<file path="src/rtl/opcode_sequencer.sv">
// ---------------------------------------------------------------------------
// opcode_sequencer
//
// This block holds a small program of 16-bit words and issues them one per
// clock to a core array. Control words are executed internally: HALT, SETCNT,
// DJNZ and NOP. They are never issued to the array. Data words are issued
// through the registered opcode/execute pair.
//
// Ports
//   clk         : single clock, all logic on the rising edge
//   rst_n       : asynchronous active-low reset (program memory is kept)
//   prog_we     : program-memory write enable (accepted in any state)
//   prog_addr   : program-memory write address
//   prog_wdata  : program-memory write data
//   start       : begin execution at address 0 (only honoured in IDLE)
//   abort       : leave RUN immediately, with no done pulse
//   stall       : freeze issue (pc, loop counter and opcode are held)
//   opcode      : registered opcode for the core array
//   execute     : registered opcode-valid strobe
//   busy        : high while the sequencer is in RUN
//   done        : one-cycle pulse after a HALT word is executed
// ---------------------------------------------------------------------------
module opcode_sequencer #(
  parameter int PROG_DEPTH = 32,
  parameter int ADDR_WIDTH = $clog2(PROG_DEPTH)
) (
  input  logic                  clk,
  input  logic                  rst_n,
  input  logic                  prog_we,
  input  logic [ADDR_WIDTH-1:0] prog_addr,
  input  logic [15:0]           prog_wdata,
  input  logic                  start,
  input  logic                  abort,
  input  logic                  stall,
  output logic [15:0]           opcode,
  output logic                  execute,
  output logic                  busy,
  output logic                  done
);

  typedef enum logic [0:0] {
    ST_IDLE = 1'b0,
    ST_RUN  = 1'b1
  } state_e;

  localparam logic [1:0] SUB_HALT   = 2'b00;
  localparam logic [1:0] SUB_SETCNT = 2'b01;
  localparam logic [1:0] SUB_DJNZ   = 2'b10;
  localparam logic [1:0] SUB_NOP    = 2'b11;

  localparam logic [ADDR_WIDTH-1:0] LAST_ADDR = ADDR_WIDTH'(PROG_DEPTH - 1);
  localparam logic [ADDR_WIDTH-1:0] ADDR_ZERO = {ADDR_WIDTH{1'b0}};
  localparam logic [ADDR_WIDTH-1:0] ADDR_ONE  = ADDR_WIDTH'(1);

  state_e                state_q, state_d;
  logic [ADDR_WIDTH-1:0] pc_q, pc_d;
  logic [4:0]            loop_cnt_q, loop_cnt_d;
  logic [15:0]           opcode_q, opcode_d;
  logic                  execute_q, execute_d;
  logic                  done_q, done_d;

  logic [15:0]           mem [PROG_DEPTH];
  logic [15:0]           fetch_word;
  logic                  is_ctrl;
  logic [1:0]            sub_op;
  logic [31:0]           target_ext;
  logic [ADDR_WIDTH-1:0] target;
  logic [ADDR_WIDTH-1:0] pc_inc;

  // Sequential successor of a program address, wrapping at the last word
  // (also correct when PROG_DEPTH is not a power of two).
  function automatic logic [ADDR_WIDTH-1:0] next_pc(input logic [ADDR_WIDTH-1:0] pc);
    if (pc == LAST_ADDR) begin
      return ADDR_ZERO;
    end else begin
      return pc + ADDR_ONE;
    end
  endfunction

  // Program memory write port; deliberately not reset so the program survives rst_n.
  always_ff @(posedge clk) begin
    if (prog_we) begin
      mem[prog_addr] <= prog_wdata;
    end
  end

  // Asynchronous fetch at pc; a write landing on the same edge only shows up
  // on the next fetch because pc_q/mem are both updated at that edge.
  always_comb begin
    fetch_word = mem[pc_q];
    is_ctrl    = (fetch_word[15:14] == 2'b11) && (fetch_word[8] == 1'b1);
    sub_op     = fetch_word[1:0];
    // Jump target is a 5-bit field; zero-extend then truncate to the pc width.
    target_ext = {27'd0, fetch_word[13:9]};
    target     = target_ext[ADDR_WIDTH-1:0];
    pc_inc     = next_pc(pc_q);
  end

  // Next-state and next-output logic for the IDLE/RUN sequencer.
  always_comb begin
    state_d    = state_q;
    pc_d       = pc_q;
    loop_cnt_d = loop_cnt_q;
    opcode_d   = opcode_q;
    execute_d  = 1'b0;
    done_d     = 1'b0;

    case (state_q)
      ST_IDLE: begin
        if (start && !abort) begin
          state_d    = ST_RUN;
          pc_d       = ADDR_ZERO;
          loop_cnt_d = 5'd0;
        end else begin
          state_d = ST_IDLE;
        end
      end

      ST_RUN: begin
        // Priority: abort beats stall, and stall beats whatever word is fetched.
        if (abort) begin
          state_d = ST_IDLE;
        end else if (stall) begin
          state_d = ST_RUN;
        end else if (!is_ctrl) begin
          opcode_d  = fetch_word;
          execute_d = 1'b1;
          pc_d      = pc_inc;
        end else begin
          case (sub_op)
            SUB_HALT: begin
              state_d = ST_IDLE;
              done_d  = 1'b1;
            end
            SUB_SETCNT: begin
              loop_cnt_d = fetch_word[13:9];
              pc_d       = pc_inc;
            end
            SUB_DJNZ: begin
              if (loop_cnt_q != 5'd0) begin
                loop_cnt_d = loop_cnt_q - 5'd1;
                pc_d       = target;
              end else begin
                pc_d = pc_inc;
              end
            end
            SUB_NOP: begin
              pc_d = pc_inc;
            end
            default: begin
              pc_d = pc_inc;
            end
          endcase
        end
      end

      default: begin
        state_d = ST_IDLE;
      end
    endcase
  end

  // State, pc, loop counter and registered outputs.
  always_ff @(posedge clk or negedge rst_n) begin
    if (!rst_n) begin
      state_q    <= ST_IDLE;
      pc_q       <= ADDR_ZERO;
      loop_cnt_q <= 5'd0;
      opcode_q   <= 16'h0000;
      execute_q  <= 1'b0;
      done_q     <= 1'b0;
    end else begin
      state_q    <= state_d;
      pc_q       <= pc_d;
      loop_cnt_q <= loop_cnt_d;
      opcode_q   <= opcode_d;
      execute_q  <= execute_d;
      done_q     <= done_d;
    end
  end

  assign opcode  = opcode_q;
  assign execute = execute_q;
  assign done    = done_q;
  assign busy    = (state_q == ST_RUN);

endmodule

</file>
<file path="config.mk">
export PLATFORM = sky130hd
export DESIGN_NAME = opcode_sequencer
export DESIGN_NICKNAME = d
export VERILOG_FILES = /design/src/rtl/opcode_sequencer.sv
export SDC_FILE = /design/constraint.sdc
export NUM_CORES = 1
export LEC_CHECK = 0
export BUFFER_PORTS_ARGS = -buffer_cell sky130_fd_sc_hd__buf_2
export CAP_MARGIN = 5
export CORE_MARGIN = 1.5
export CORE_UTILIZATION = 60
export CTS_BUF_LIST = sky130_fd_sc_hd__clkbuf_8
export CTS_CLUSTER_SIZE = 8
export DETAILED_ROUTE_END_ITERATION = 8
export HOLD_SLACK_MARGIN = 0.02
export MAX_ROUTING_LAYER = met4
export PLACE_DENSITY = 0.77
export SLEW_MARGIN = 20
export SYNTH_ARGS = -nofsm -noshare
export SYNTH_HDL_FRONTEND = slang
export SYNTH_SLANG_ARGS = --single-unit
</file>
<file path="constraint.sdc">
create_clock -name clk -period 6.2 [get_ports clk]
set_input_delay 0.62 -clock clk [delete_from_list [all_inputs] [get_ports clk]]
set_output_delay 0.62 -clock clk [all_outputs]
set_load 0.03 [all_outputs]
</file>
-- After elaboration in Yosys (flattened, before gate mapping)
Memory sizes are Yosys's and may differ from the RTL's.
Cells that the tools add are included.
- output and inout port bits: 19
- input port bits: 27
- memories kept: 1
- logic and storage cells: 65
- bits in writable memories: 512
- register bits: 29
- reductions and logical operators: 9
- bitwise logic cells: 4
- equal/unequal tests: 12
- add/sub/neg operators: 2
- multiplexer cells: 31
- memories (memory ; depth ; width ; rd ports ; clocked after Yosys merged registers in ; write ports ; line ; RTL):
    mem ; 32 ; 16 ; 1 ; 0 ; 1 ; 62 ; logic [15:0] mem [PROG_DEPTH];
- operator list (kind ; count):
    2-to-1 mux 5 bit ; 10
    one-hot mux 5 bit (2 select lines) ; 4
    2-to-1 mux 1 bit ; 16
    AND reduction 4 bit ; 2
    equality test 2 bit, second input constant ; 3
    != test 2 bit, second input constant ; 3
    AND reduction 6 bit ; 1
    adder 5 x 1 -> 5 bit, second input constant ; 1
    equality test 5 bit, second input constant ; 1
    nonzero test 5 bit ; 1
    subtractor 5 x 1 -> 5 bit, second input constant ; 1
    != test 4 x 3 -> 1 bit, second input constant ; 1
    NOT 1 bit ; 4
    != test 3 x 1 -> 1 bit, second input constant ; 1
    != test 3 bit, second input constant ; 1
    equality test 2 x 1 -> 1 bit, second input constant ; 1
    logical AND 1 bit ; 2
    logical NOT 2 bit ; 1
    != test 2 x 1 -> 1 bit, second input constant ; 1
    one-hot mux 1 bit (2 select lines) ; 1
    OR reduction 2 bit ; 1
    logical NOT 1 bit ; 1

-- Depth between registers and ports, before layout
Gate-level depths: netlist (run 1).
- word-level depth: 8
- mapped depth: 14
- mapped depth without buffers: 8

-- Least setup slack after synthesis (run 1)
OpenSTA, ideal clock, no wires.
- path type: register to register
- start: reg pc_q[0]
- end: reg loop_cnt_q[4]
- data arrival time: 2470 ps
- setup time: 126 ps
- clock period less this slack: 2595 ps
- path slack: 3605 ps
- cell stages (with the launch flop): 12
- buffers on the path: 5
- required time: 6074 ps
- cell sequence: dfrtp_1 buf_6 buf_6 buf_6 buf_2 buf_2 mux4_2 a22oi_1 nand3_1 a22o_1 a21boi_0 o21ai_1
- word-level cells in the longest chain between the ends: 7
- elaborated cells between the ends (all ways): 14
- classes of those cells: 6 x eq/ne; 5 x mux; 2 x reduce/logical; 1 x memory
- RTL lines (element ; line ; RTL):
    from (decl) ; 56 ; logic [ADDR_WIDTH-1:0] pc_q, pc_d;
    from (signal assigned) ; 174 ; pc_q <= pc_d;
    memory (32 x 16 bit) (*) ; -- ;
    equality test 2 bit / equality test 2 x 1 -> 1 bit (equally long branches) ; 130 ; case (sub_op)
    one-hot mux 5 bit (2 select lines) ; 130 ;
    2-to-1 mux 5 bit ; 125 ; end else if (!is_ctrl) begin
    2-to-1 mux 5 bit ; 123 ; end else if (stall) begin
    2-to-1 mux 5 bit ; 121 ; if (abort) begin
    one-hot mux 5 bit (2 select lines) ; 108 ; case (state_q)
    to (signal assigned) ; 175 ; loop_cnt_q <= loop_cnt_d;
    to (decl) ; 57 ; logic [4:0] loop_cnt_q, loop_cnt_d;
Every way passes the cells marked *; elsewhere a longest branch is shown, timed or not. The select of a mux whose other input is x is not followed.
A chain may end at the register's enable or synchronous reset.

-- Worst setup path after layout (run 1)
- start: reg pc_q[1]
- end: reg opcode_q[13] (netlist: opcode[13])
- word-level cells in the longest chain between the ends: 5
- RTL lines (element ; line ; RTL):
    memory (32 x 16 bit) (*) ; -- ;
    equality test 2 bit ; 91 ; is_ctrl = (fetch_word[15:14] == 2'b11) && (fetch_word[8] == 1'b1);
    logical AND 1 bit ; 91 ;
    NOT 1 bit (no source line) ; -- ;
    AND reduction 4 bit (no source line) ; -- ;
    to (signal assigned) ; 176 ; opcode_q <= opcode_d;
    to (decl) ; 58 ; logic [15:0] opcode_q, opcode_d;
Every way passes the cells marked *; elsewhere a longest branch is shown, timed or not.

==> impl_metrics.tcl, run 1 <==
set metrics [dict create \
    status "completed" \
    max_slew_margin_pct 31.20 \
    post_cts_buffers 0 \
    worst_slew_pin_slew_ns 1.024 \
    hold_viol_final 0 \
    max_cap_viol_count 0 \
    gp_congestion 0.8574 \
    rsz0062_at_grt "false" \
    dp_hpwl_mm 26.76 \
    firstDrtPassIters 5 \
    die_y_um 192.3 \
    power.density_mw_per_mm2 374.9 \
    fillers 2219 \
    cts_tree "yes" \
    drt-total-wl_mm 47.75 \
    rr_worst_depth 8 \
    grt-ovfl-total 0 \
    setup_tns_ns 0 \
    yosysUniqueCellTypes 61 \
    cts-root-buf "clkbuf_8" \
    synthCells 1093 \
    r2r_start "pc_q[1]$_DFFE_PN0P_" \
    post_drt_wl_per_cell_um 27.79 \
    synthXorXnorAreaFrac_pct 0.08151 \
    fin_area_sq_mm 0.02371 \
    clock_path_buffers 3 \
    seq_area_frac_synth_pct 74.92 \
    antenna_found_initial 0 \
    final_core_util_pct 66.99 \
    drtIter0Drc 1231 \
    grt_pass1_vias 10950 \
    ant_nets 0 \
    core_area_sq_mm 0.03540 \
    place_area_sq_mm 0.02230 \
    critical_path_required_ns 6.70 \
    synth.area.top_cells "edfxtp_1 72%, mux4_2 9.3%, mux2i_1 4.8%" \
    timing.rr.end "opcode[13]$_DFFE_PN0P_" \
    r2r_slack_ns 2.19 \
    area_delta_synth_final_pct 10.34 \
    synthSimpleGateAreaFrac_pct 4.308 \
    cp-startpoint "pc_q[1]$_DFFE_PN0P_" \
    start_kind "flop" \
    ir_worst_vdd_uv 255.1 \
    dominantRegCellSynth "edfxtp_1" \
    cts_made_buffers 82 \
    via_count 11110 \
    grt_pass1_wl_mm 69.58 \
    hold_buffers 0 \
    grt.total_usage_pct 27.66 \
    vias_per_cell 6.467 \
    cp_slowest_cell "dfrtp_4" \
    hp-class "input pin to asynchronous set/reset pin" \
    p_leak_nw 7.620 \
    skew_ns 0.02879 \
    path_class "flop to flop" \
    ys_ff_latch 541 \
    io_buffers 45 \
    synthAdderAreaFrac_pct 0.2329 \
    cts_resized 0 \
    synth_top_cell_by_area "edfxtp_1" \
    fmax_mhz 249.1 \
    drc_errors 0 \
    finalCriticalPeriod_ns 4.014 \
    synth_area_per_cell_sq_um 19.66 \
    drive_above_1_share_pct 25.96 \
    cpPeakStageDelay_ns 0.99 \
    cp-end-kind "flop" \
    synth_compound_area_share_pct 3.225 \
    synth_top_area_share_pct 71.54 \
    critPathCapture "opcode[13]$_DFFE_PN0P_" \
    grt_max_degree 113 \
    setup_viol 0 \
    fin_nets 1238 \
    report.final.slew_viol_count 0 \
    async_flop_share_pct 5.360 \
    path_cells "buf_12 -> mux2i_1 -> a21oi_1 -> nand3_1 -> and4_1 -> o21bai_1 -> o21ai_2 -> mux2_2" \
    dieArea_sq_mm 0.03696 \
    power_w 0.008891 \
    critPathArrivalTime_ns 4.51 \
    num_rows 69 \
    syn-num-nets 1124 \
    synth_edf_count 512 \
    cts_max_level 3 \
    die_w_um 192.3 \
    clkTransAtPathRegs_ns 0.06 \
    clk_latency_ns 0.63 \
    ios 46 \
    initial_core_util_pct 60.71 \
    yosys_warnings 0 \
    syn_area_sq_mm 0.02149 \
    synth_top_family_by_area "multiplexers" \
    cts.sinks 541 \
    synth_mux_area_share_pct 15.31 \
    fin_crit_sh_pct 64.74 \
    worst-path-max-fanout 112 \
]
## synthesized netlist by cell type (all sizes together) (4+ instances only)
library cell,count
a211oi,4
nor2b,15
edfxtp,512
mux4,94
a21oi,10
mux2i,104
buf,44
nand2,40
ha,4
and3,6
mux2,10
nand3,29
nand3b,6
nor3,7
nor2,51
a22oi,39
a31oi,4
inv,6
a211o,5
clkbuf,10
dfrtp,29
o21ai,14
nand2b,4
nand4,8
## final cells by class
cell class / instances / area (sq um) / share of cell area, %
Multi-Input combinational cell: 492 / 5064 / 21.35
Clock buffer: 88 / 1211 / 5.108
Clock inverter: 45 / 192.7 / 0.8126
Timing Repair Buffer: 84 / 530.5 / 2.237
Inverter: 6 / 22.52 / 0.09498
Sequential cell: 541 / 16110 / 67.95
Antenna cell: 1 / 2.502 / 0.01055
Tap cell: 461 / 576.8 / 2.432
## registers in the layout, summed over array words and instances (netlist names)
name / cells
busy: 1
done: 1
execute: 1
loop_cnt_q: 5
mem: 512
opcode: 16
pc_q: 5
## worst min path at each step
stage               depth (start not counted)                   endpoint
floorplan                                   0             busy$_DFF_PN0_
global placement                            2      opcode[2]$_DFFE_PN0P_
detailed placement                          2      opcode[4]$_DFFE_PN0P_
CTS                                         1      opcode[0]$_DFFE_PN0P_
global route                                1  loop_cnt_q[2]$_DFFE_PN0P_
finish                                      1      opcode[0]$_DFFE_PN0P_
## where the power goes
part,total (W),internal (W),switching [W]
Clock,0.00257,0.00129,0.00128
Sequential,0.00428,0.00411,0.000171
Combinational,0.00204,0.000930,0.00111
Total,0.00889,0.00633,0.00256
## per-stage QoR
| step | hold WS (ns) | worst slack (ns) | cells |
|---|---|---|---|
| 6_report | 0.04299 | 2.186 | 1718 |
| 5_1_grt | 0.06694 | 1.888 | 1717 |
| 4_1_cts | 0.04053 | 2.209 | 1717 |
| 3_5_place_dp | 0.4695 | 2.225 | 1584 |
| 3_3_place_gp | 0.4584 | 2.287 | 1584 |
| 2_1_floorplan | 0.3244 | 3.605 | 1093 |
## metal layers
metal	routed length (um)	share of wire [%]	GRT usage, %	up-vias
li1	-	-	-	4700
met1	18980	40	38.18	5758
met2	23460	49	43.04	587
met3	4477	9.4	5.092	66
met4	837	1.8	7.841	0
met5	0	0	-	-
## cell usage in the layout, fill, tap and decap left out, drive strengths merged, types with 6 or more instances in the layout
master  count
nand3      29
o21ai      14
a21oi      10
mux2i     104
nand2      40
and3        6
nor2b      15
clkbuf     88
nor3        7
a22oi      39
inv        42
mux4       94
dfrtp      29
nand4       8
nor2       51
clkinv      6
buf        84
mux2       10
nand3b      6
edfxtp    512
## cells by family after synthesis
family	count (synthesis)
AO/OA/AOI/OAI	96
adder cells (fa/ha/maj)	4
buffers and inverters	60
XOR/XNOR	2
AND/OR/NAND/NOR	182
flip-flops	541
multiplexers	208
## worst max-delay path: cells and delay by family (launching register included)
family | cells | cell delay (ns)
DFF | 1 | 0.99
muxes | 2 | 0.58
AOI/OAI and AO/OA | 3 | 1.26
and+or+nand+nor | 2 | 0.36
buffers and inverters | 1 | 0.53
No activity file was read; power rests on OpenSTA's default activity.
==> inputs of run 2 (changes only) <==
--- a/config.mk
+++ b/config.mk
@@ -5,6 +5,7 @@
 export SDC_FILE = /design/constraint.sdc
 export NUM_CORES = 1
 export LEC_CHECK = 0
+export ABC_AREA = 1
 export BUFFER_PORTS_ARGS = -buffer_cell sky130_fd_sc_hd__buf_2
 export CAP_MARGIN = 5
 export CORE_MARGIN = 1.5
==> constraint.sdc (replaced) <==
create_clock -name clk -period 4.05 [get_ports clk]
set_input_delay 0.405 -clock clk [delete_from_list [all_inputs] [get_ports clk]]
set_output_delay 0.405 -clock clk [all_outputs]
set_load 0.03 [all_outputs]
==> impl_metrics.tcl, run 2 <==
set metrics [dict create \
    final_common_cell "edfxtp_1" \
    ys_ff_latch 541 \
    cp-end-kind "flop" \
    dominantRegCellSynth "edfxtp_1" \
    die_w_um 194.6 \
    fin_nets 1933 \
    report.final.slew_viol_count 0 \
    grt-ovfl-total 0 \
    synth.area.top_cells "edfxtp_1 70%, nand2_1 7.8%, nand3_1 4.5%" \
    fmax_mhz 316.9 \
    dieArea_sq_mm 0.03787 \
    grt_pass1_vias 14520 \
    largest_reg_flops 512 \
    rsz0062_at_grt "false" \
    ir_worst_vdd_uv 448.4 \
    async_flop_share_pct 5.360 \
    r2r_start "pc_q[0]$_DFFE_PN0P_" \
    rr_worst_depth 15 \
    worst_slew_pin_slew_ns 1.044 \
    synth_edf_count 512 \
    fillers 2458 \
    clkTransAtPathRegs_ns 0.07 \
    cp-startpoint "pc_q[0]$_DFFE_PN0P_" \
    hold_slack_ns 0.08312 \
    firstDrtPassIters 5 \
    grt_max_degree 138 \
    gp_congestion 0.8870 \
    synth_top_cell_by_area "edfxtp_1" \
    synthTopCellsByCount "512 x edfxtp_1, 459 x nand2_1, 196 x nand3_1, 172 x nor2_1, 120 x o21ai_0" \
    dp_hpwl_mm 30.54 \
    skew_ns 0.03759 \
    max_cap_viol_count 0 \
    drtIter0Drc 1664 \
    area_delta_synth_final_pct 10.06 \
    path_class "flop to flop" \
    critPathArrivalTime_ns 3.67 \
    hold_viol_final 0 \
    cts.sinks 541 \
    antenna_found_initial 1 \
    power.density_mw_per_mm2 552.4 \
    instances_no_fill 2416 \
    clk_latency_ns 0.63 \
    drc_errors 0 \
    fin_area_sq_mm 0.02424 \
    place_area_sq_mm 0.02274 \
    worst-path-max-fanout 87 \
    cts-root-buf "clkbuf_8" \
    cts_made_buffers 84 \
    syn_area_sq_mm 0.02203 \
    clock_path_buffers 3 \
    fin_crit_sh_pct 77.91 \
    p_leak_nw 8.840 \
    syn-num-nets 1856 \
    synth.most_common_cell "edfxtp_1" \
    critPathCapture "opcode[11]$_DFFE_PN0P_" \
    top_register "mem" \
    num_rows 69 \
    hp-class "input pin to flop" \
    die_y_um 194.6 \
    drive_above_1_share_pct 11.51 \
    max_slew_margin_pct 30.14 \
    cts_max_level 3 \
    status "completed" \
    post_drt_wl_per_cell_um 22.33 \
    start_kind "flop" \
    synth_area_per_cell_sq_um 12.07 \
    finalCriticalPeriod_ns 3.155 \
    io_buffers 45 \
    drt-total-wl_mm 53.95 \
    ant_nets 0 \
    synthCells 1825 \
    via_count 14840 \
    ios 46 \
    yosysUniqueCellTypes 33 \
    core_area_sq_mm 0.03583 \
    timing.rr.end "opcode[11]$_DFFE_PN0P_" \
    placed_cells 2275 \
    grt.total_usage_pct 30.05 \
    synth_top_area_share_pct 69.80 \
    setup_tns_ns 0 \
    r2r_slack_ns 0.89 \
    initial_core_util_pct 61.48 \
    grt_pass1_wl_mm 82.59 \
    yosys_warnings 0 \
    cts_tree "yes" \
    final_core_util_pct 67.66 \
    seq_area_frac_synth_pct 73.10 \
    setup_viol 0 \
    critical_path_required_ns 4.56 \
    vias_per_cell 6.142 \
    mostFrequentLayoutCells "512 x edfxtp_1, 459 x nand2_1, 196 x nand3_1" \
]
==> run 2: metrics by stage <==
stage / power, W / worst slack [ns]
2_1_floorplan: 0.008520 / 1.946
3_3_place_gp: 0.009291 / 1.065
3_5_place_dp: 0.009361 / 1.003
4_1_cts: 0.01340 / 0.9491
5_1_grt: 0.01398 / 0.6553
6_report: 0.01339 / 0.8946
==> run 2: critical path, cell delays in order, from the launching register on <==
cell and delay [ns]:
dfrtp_4 0.53, inv_6 0.52, buf_12 0.28, nand2_1 0.07
nand3_1 0.08, nand3_1 0.10, nand2_1 0.12, nand2_1 0.07
nand2_1 0.09, nand2_1 0.05, nand2_1 0.09, nand3_1 0.18
nand2_2 0.42, inv_1 0.22, nand2_1 0.12, nand2_1 0.05
==> run 2: how the worst min path moves through the flow <==
stage	endpoint	depth (start not counted)	slack (ns)	start
after CTS	busy$_DFF_PN0_	4	0.05	abort
after global routing	busy$_DFF_PN0_	4	0.11	abort
after detailed placement	opcode[1]$_DFFE_PN0P_	2	0.46	opcode[1]$_DFFE_PN0P_
final	busy$_DFF_PN0_	4	0.08	abort
after floorplan	busy$_DFF_PN0_	0	0.11	rst_n
after global placement	opcode[11]$_DFFE_PN0P_	2	0.46	opcode[11]$_DFFE_PN0P_
==> run 2: where the power goes <==
group / leakage, nW / total [W] / internal [W] / switching [W]
sequential: 4.98 / 0.00642 / 0.00630 / 0.000121
clock: 0.865 / 0.00410 / 0.00211 / 0.00199
combinational: 2.99 / 0.00287 / 0.000808 / 0.00207
total: 8.84 / 0.0134 / 0.00921 / 0.00418
==> run 2: what timing repair did <==
action,4_1_cts,5_1_grt
gates resized for setup,0,0
hold buffers,2,0
hold endpoints to repair,30,0
setup buffers,0,0
==> run 2: kinds of logic (layout without fill, tap and decap cells) <==
family | after synthesis | after routing | synth area share, %
AO/OA/AOI/OAI | 279 | 279 | 7.425
XOR/XNOR | 3 | 3 | 0.1193
adder cells (fa/ha/maj) | 4 | 4 | 0.2272
AND/OR/NAND/NOR | 850 | 850 | 15.88
flip-flops | 541 | 541 | 73.10
other | 0 | 1 | 0
buffers and inverters | 148 | 277 | 3.249
==> run 2: per-layer routing <==
layer  wire length [um]  global-route usage (%)
met2              25820                   47.02
met3               5505                   4.650
met4               1657                   12.93
met5                  0                       -
met1              20970                   39.58
==> run 2: layout make-up <==
type | count | area, sq um | share of cell area [%]
repair buffers | 102 | 720.7 | 2.973
clock buffers | 91 | 1252 | 5.166
clock inverters | 47 | 222.7 | 0.9187
well taps | 461 | 576.8 | 2.379
inverters | 37 | 145.1 | 0.5987
flip-flops and latches | 541 | 16110 | 66.45
diodes | 1 | 2.502 | 0.01032
multi-input cells | 1136 | 5213 | 21.50
==> inputs of run 3 (changes only) <==
--- a/config.mk
+++ b/config.mk
@@ -9,13 +9,13 @@
 export BUFFER_PORTS_ARGS = -buffer_cell sky130_fd_sc_hd__buf_2
 export CAP_MARGIN = 5
 export CORE_MARGIN = 1.5
-export CORE_UTILIZATION = 60
+export CORE_UTILIZATION = 59
 export CTS_BUF_LIST = sky130_fd_sc_hd__clkbuf_8
 export CTS_CLUSTER_SIZE = 8
 export DETAILED_ROUTE_END_ITERATION = 8
 export HOLD_SLACK_MARGIN = 0.02
 export MAX_ROUTING_LAYER = met4
-export PLACE_DENSITY = 0.77
+export PLACE_DENSITY = 0.79
 export SLEW_MARGIN = 20
 export SYNTH_ARGS = -nofsm -noshare
 export SYNTH_HDL_FRONTEND = slang
==> constraint.sdc (replaced) <==
create_clock -name clk -period 2.8 [get_ports clk]
set_input_delay 0.28 -clock clk [delete_from_list [all_inputs] [get_ports clk]]
set_output_delay 0.28 -clock clk [all_outputs]
set_load 0.03 [all_outputs]
==> impl_metrics.tcl, run 3 (same netlist as run 2, synthesis figures left out) <==
set metrics [dict create \
    seqPwrFrac_pct 47.6 \
    firstDrtPassIters 6 \
    fin_nets 1954 \
    status "completed" \
    grt-ovfl-total 0 \
    drive_above_1_share_pct 12.21 \
    cpLargestDelayFamily "simple AND/OR/NAND/NOR gates" \
    final_common_cell "edfxtp_1" \
    critPathArrivalTime_ns 3.11 \
    mostFrequentLayoutCells "512 x edfxtp_1, 459 x nand2_1, 196 x nand3_1" \
    cp_common_cell "nand2_1" \
    cts_tree "yes" \
    finalCriticalPeriod_ns 2.554 \
    regArea_sq_mm 0.01611 \
    ant_nets 0 \
    cpPeakStageDelay_ns 0.57 \
    drc_errors 0 \
    critical_path_required_ns 3.36 \
    cts_resized 0 \
    cp_slowest_cell "dfrtp_4" \
    p_clk_share_pct 29.7 \
    core_area_sq_mm 0.03670 \
    fin_crit_sh_pct 91.20 \
    area_delta_synth_final_pct 10.89 \
    antenna_found_initial 1 \
    die_w_um 196.2 \
    crit_buf_inv 2 \
    max_slew_margin_pct 52.30 \
    p_sw_share_pct 31.56 \
    gr-max-usage-layer "met2" \
    grt_max_degree 112 \
    dp_hpwl_mm 31.06 \
    grt.total_usage_pct 29.23 \
    grt_pass1_wl_mm 81.72 \
    hp-class "input pin to flop" \
    die_y_um 196.2 \
    switching_power_w 0.006135 \
    post_drt_wl_per_cell_um 21.95 \
    path_cells "inv_6 -> buf_12 -> nand2_1 -> nand3_1 -> nand3_1 -> nand3_1 -> nand3_1 -> nand2_1 -> nand3_1 -> nor2_2 -> nand2_1 -> nand2_1 -> nand2_1 -> nand2_1" \
    multi_input_area_sq_mm 0.005210 \
    hold_buffers 3 \
    num_rows 70 \
    ir_worst_vdd_uv 419.3 \
    path_class "flop to flop" \
    vias_per_cell 6.087 \
    rsz0062_at_grt "false" \
    drt-total-wl_mm 53.62 \
    post_cts_buffers 0 \
    dieArea_sq_mm 0.03850 \
    setup_viol 0 \
    grt_pass1_vias 14450 \
    cts_made_buffers 84 \
    clock_path_buffers 3 \
    combPwrFrac_pct 22.7 \
    drtIter0Drc 1932 \
    gp_congestion 0.8773 \
    fillers 2537 \
    largest_reg_flops 512 \
    worst-path-max-fanout 61 \
    power.density_mw_per_mm2 795.7 \
    ios 46 \
    worst_slew_pin_slew_ns 0.7155 \
    initial_core_util_pct 60.02 \
    power.internal_w 0.01330 \
    grt_util_met2_pct 45.71 \
    max_cap_viol_count 0 \
    fin_area_sq_mm 0.02442 \
    place_area_sq_mm 0.02296 \
    top_register "mem" \
    via_count 14870 \
    use_met3_pct 5.587 \
    skew_ns 0.02608 \
    clkTransAtPathRegs_ns 0.06 \
    report.final.slew_viol_count 0 \
    clk_latency_ns 0.64 \
    cts_max_level 3 \
    cp-end-kind "flop" \
    hold_viol_final 0 \
    p_leak_nw 8.947 \
    cts.sinks 541 \
    setup_tns_ns 0 \
    met1_usage_pct 37.48 \
    cts-root-buf "clkbuf_8" \
    final_core_util_pct 66.56 \
    fmax_mhz 391.6 \
    start_kind "flop" \
    io_buffers 45 \
]
## run 3: cell count changes in the layout (fill, tap and decap cells not counted)
cell           previous run  this run
dlygate4sd3_1             2         3
nor2_1                  171       172
clkbuf_8                 91        89
bufinv_16                 1         0
buf_12                    5        10
clkinv_4                  0         1
nor2_2                    3         2
clkinv_2                  3         2
buf_4                    50        65
clkinv_1                 11         9
inv_1                    61        65
## run 3: layout make-up
type	instances	share of cell area [%]
timing repair buffer	123	3.863
tap	468	2.397
clock inverter	48	0.8350
multi-input combinational	1136	21.33
clock buffer	89	5.015
antenna	1	0.01025
sequential	541	65.95
inverter	37	0.5942
## run 3: worst register-to-register path, delay by kind of cell, from the launching register on
| family | cells | cell delay [ns] |
|---|---|---|
| simple gates | 12 | 1.46 |
| flops | 1 | 0.57 |
| buf+inv | 2 | 0.42 |
## run 3: power by group through the flow
stage / logic, W / registers (W) / clock network [W]
6_report: 0.00440 / 0.00925 / 0.00578
5_1_grt: 0.00482 / 0.00927 / 0.00618
4_1_cts: 0.00435 / 0.00925 / 0.00584
3_5_place_dp: 0.00432 / 0.00941 / 0
3_3_place_gp: 0.00419 / 0.00940 / 0
2_1_floorplan: 0.00272 / 0.00960 / 0
## run 3: per-stage QoR
step | std cells | setup WS [ns] | hold slack, ns | power, W
after global placement | 2302 | 0.2976 | 0.3698 | 0.01359
after detailed placement | 2302 | 0.3127 | 0.3738 | 0.01372
after global routing | 2443 | 0.05936 | 0.1587 | 0.02027
after CTS | 2442 | 0.2936 | 0.1344 | 0.01944
final | 2443 | 0.2463 | 0.1579 | 0.01944
after floorplan | 1825 | 0.6963 | -0.01559 | 0.01232
## run 3: worst paths after layout
kind | start | depth (start not counted) | endpoint | slack, ns
max | pc_q[0]$_DFFE_PN0P_ | 14 | pc_q[0]$_DFFE_PN0P_ | 0.25
min reg2reg | opcode[9]$_DFFE_PN0P_ | 2 | opcode[9]$_DFFE_PN0P_ | 0.48
min | prog_wdata[2] | 1 | mem[14][2]$_DFFE_PP_ | 0.16
max reg2reg | pc_q[0]$_DFFE_PN0P_ | 14 | pc_q[0]$_DFFE_PN0P_ | 0.25
max in group asynchronous | rst_n | 2 | pc_q[1]$_DFFE_PN0P_ | 2.02
min in group asynchronous | rst_n | 2 | pc_q[0]$_DFFE_PN0P_ | 0.25
## run 3: per-layer routing
metal | routed length (um) | vias to the layer above | share of wire, %
met5 | 0 | - | 0
met2 | 25810 | 844 | 48
met3 | 5551 | 143 | 10
met4 | 1922 | 0 | 3.6
met1 | 20340 | 7170 | 38
li1 | - | 6713 | -
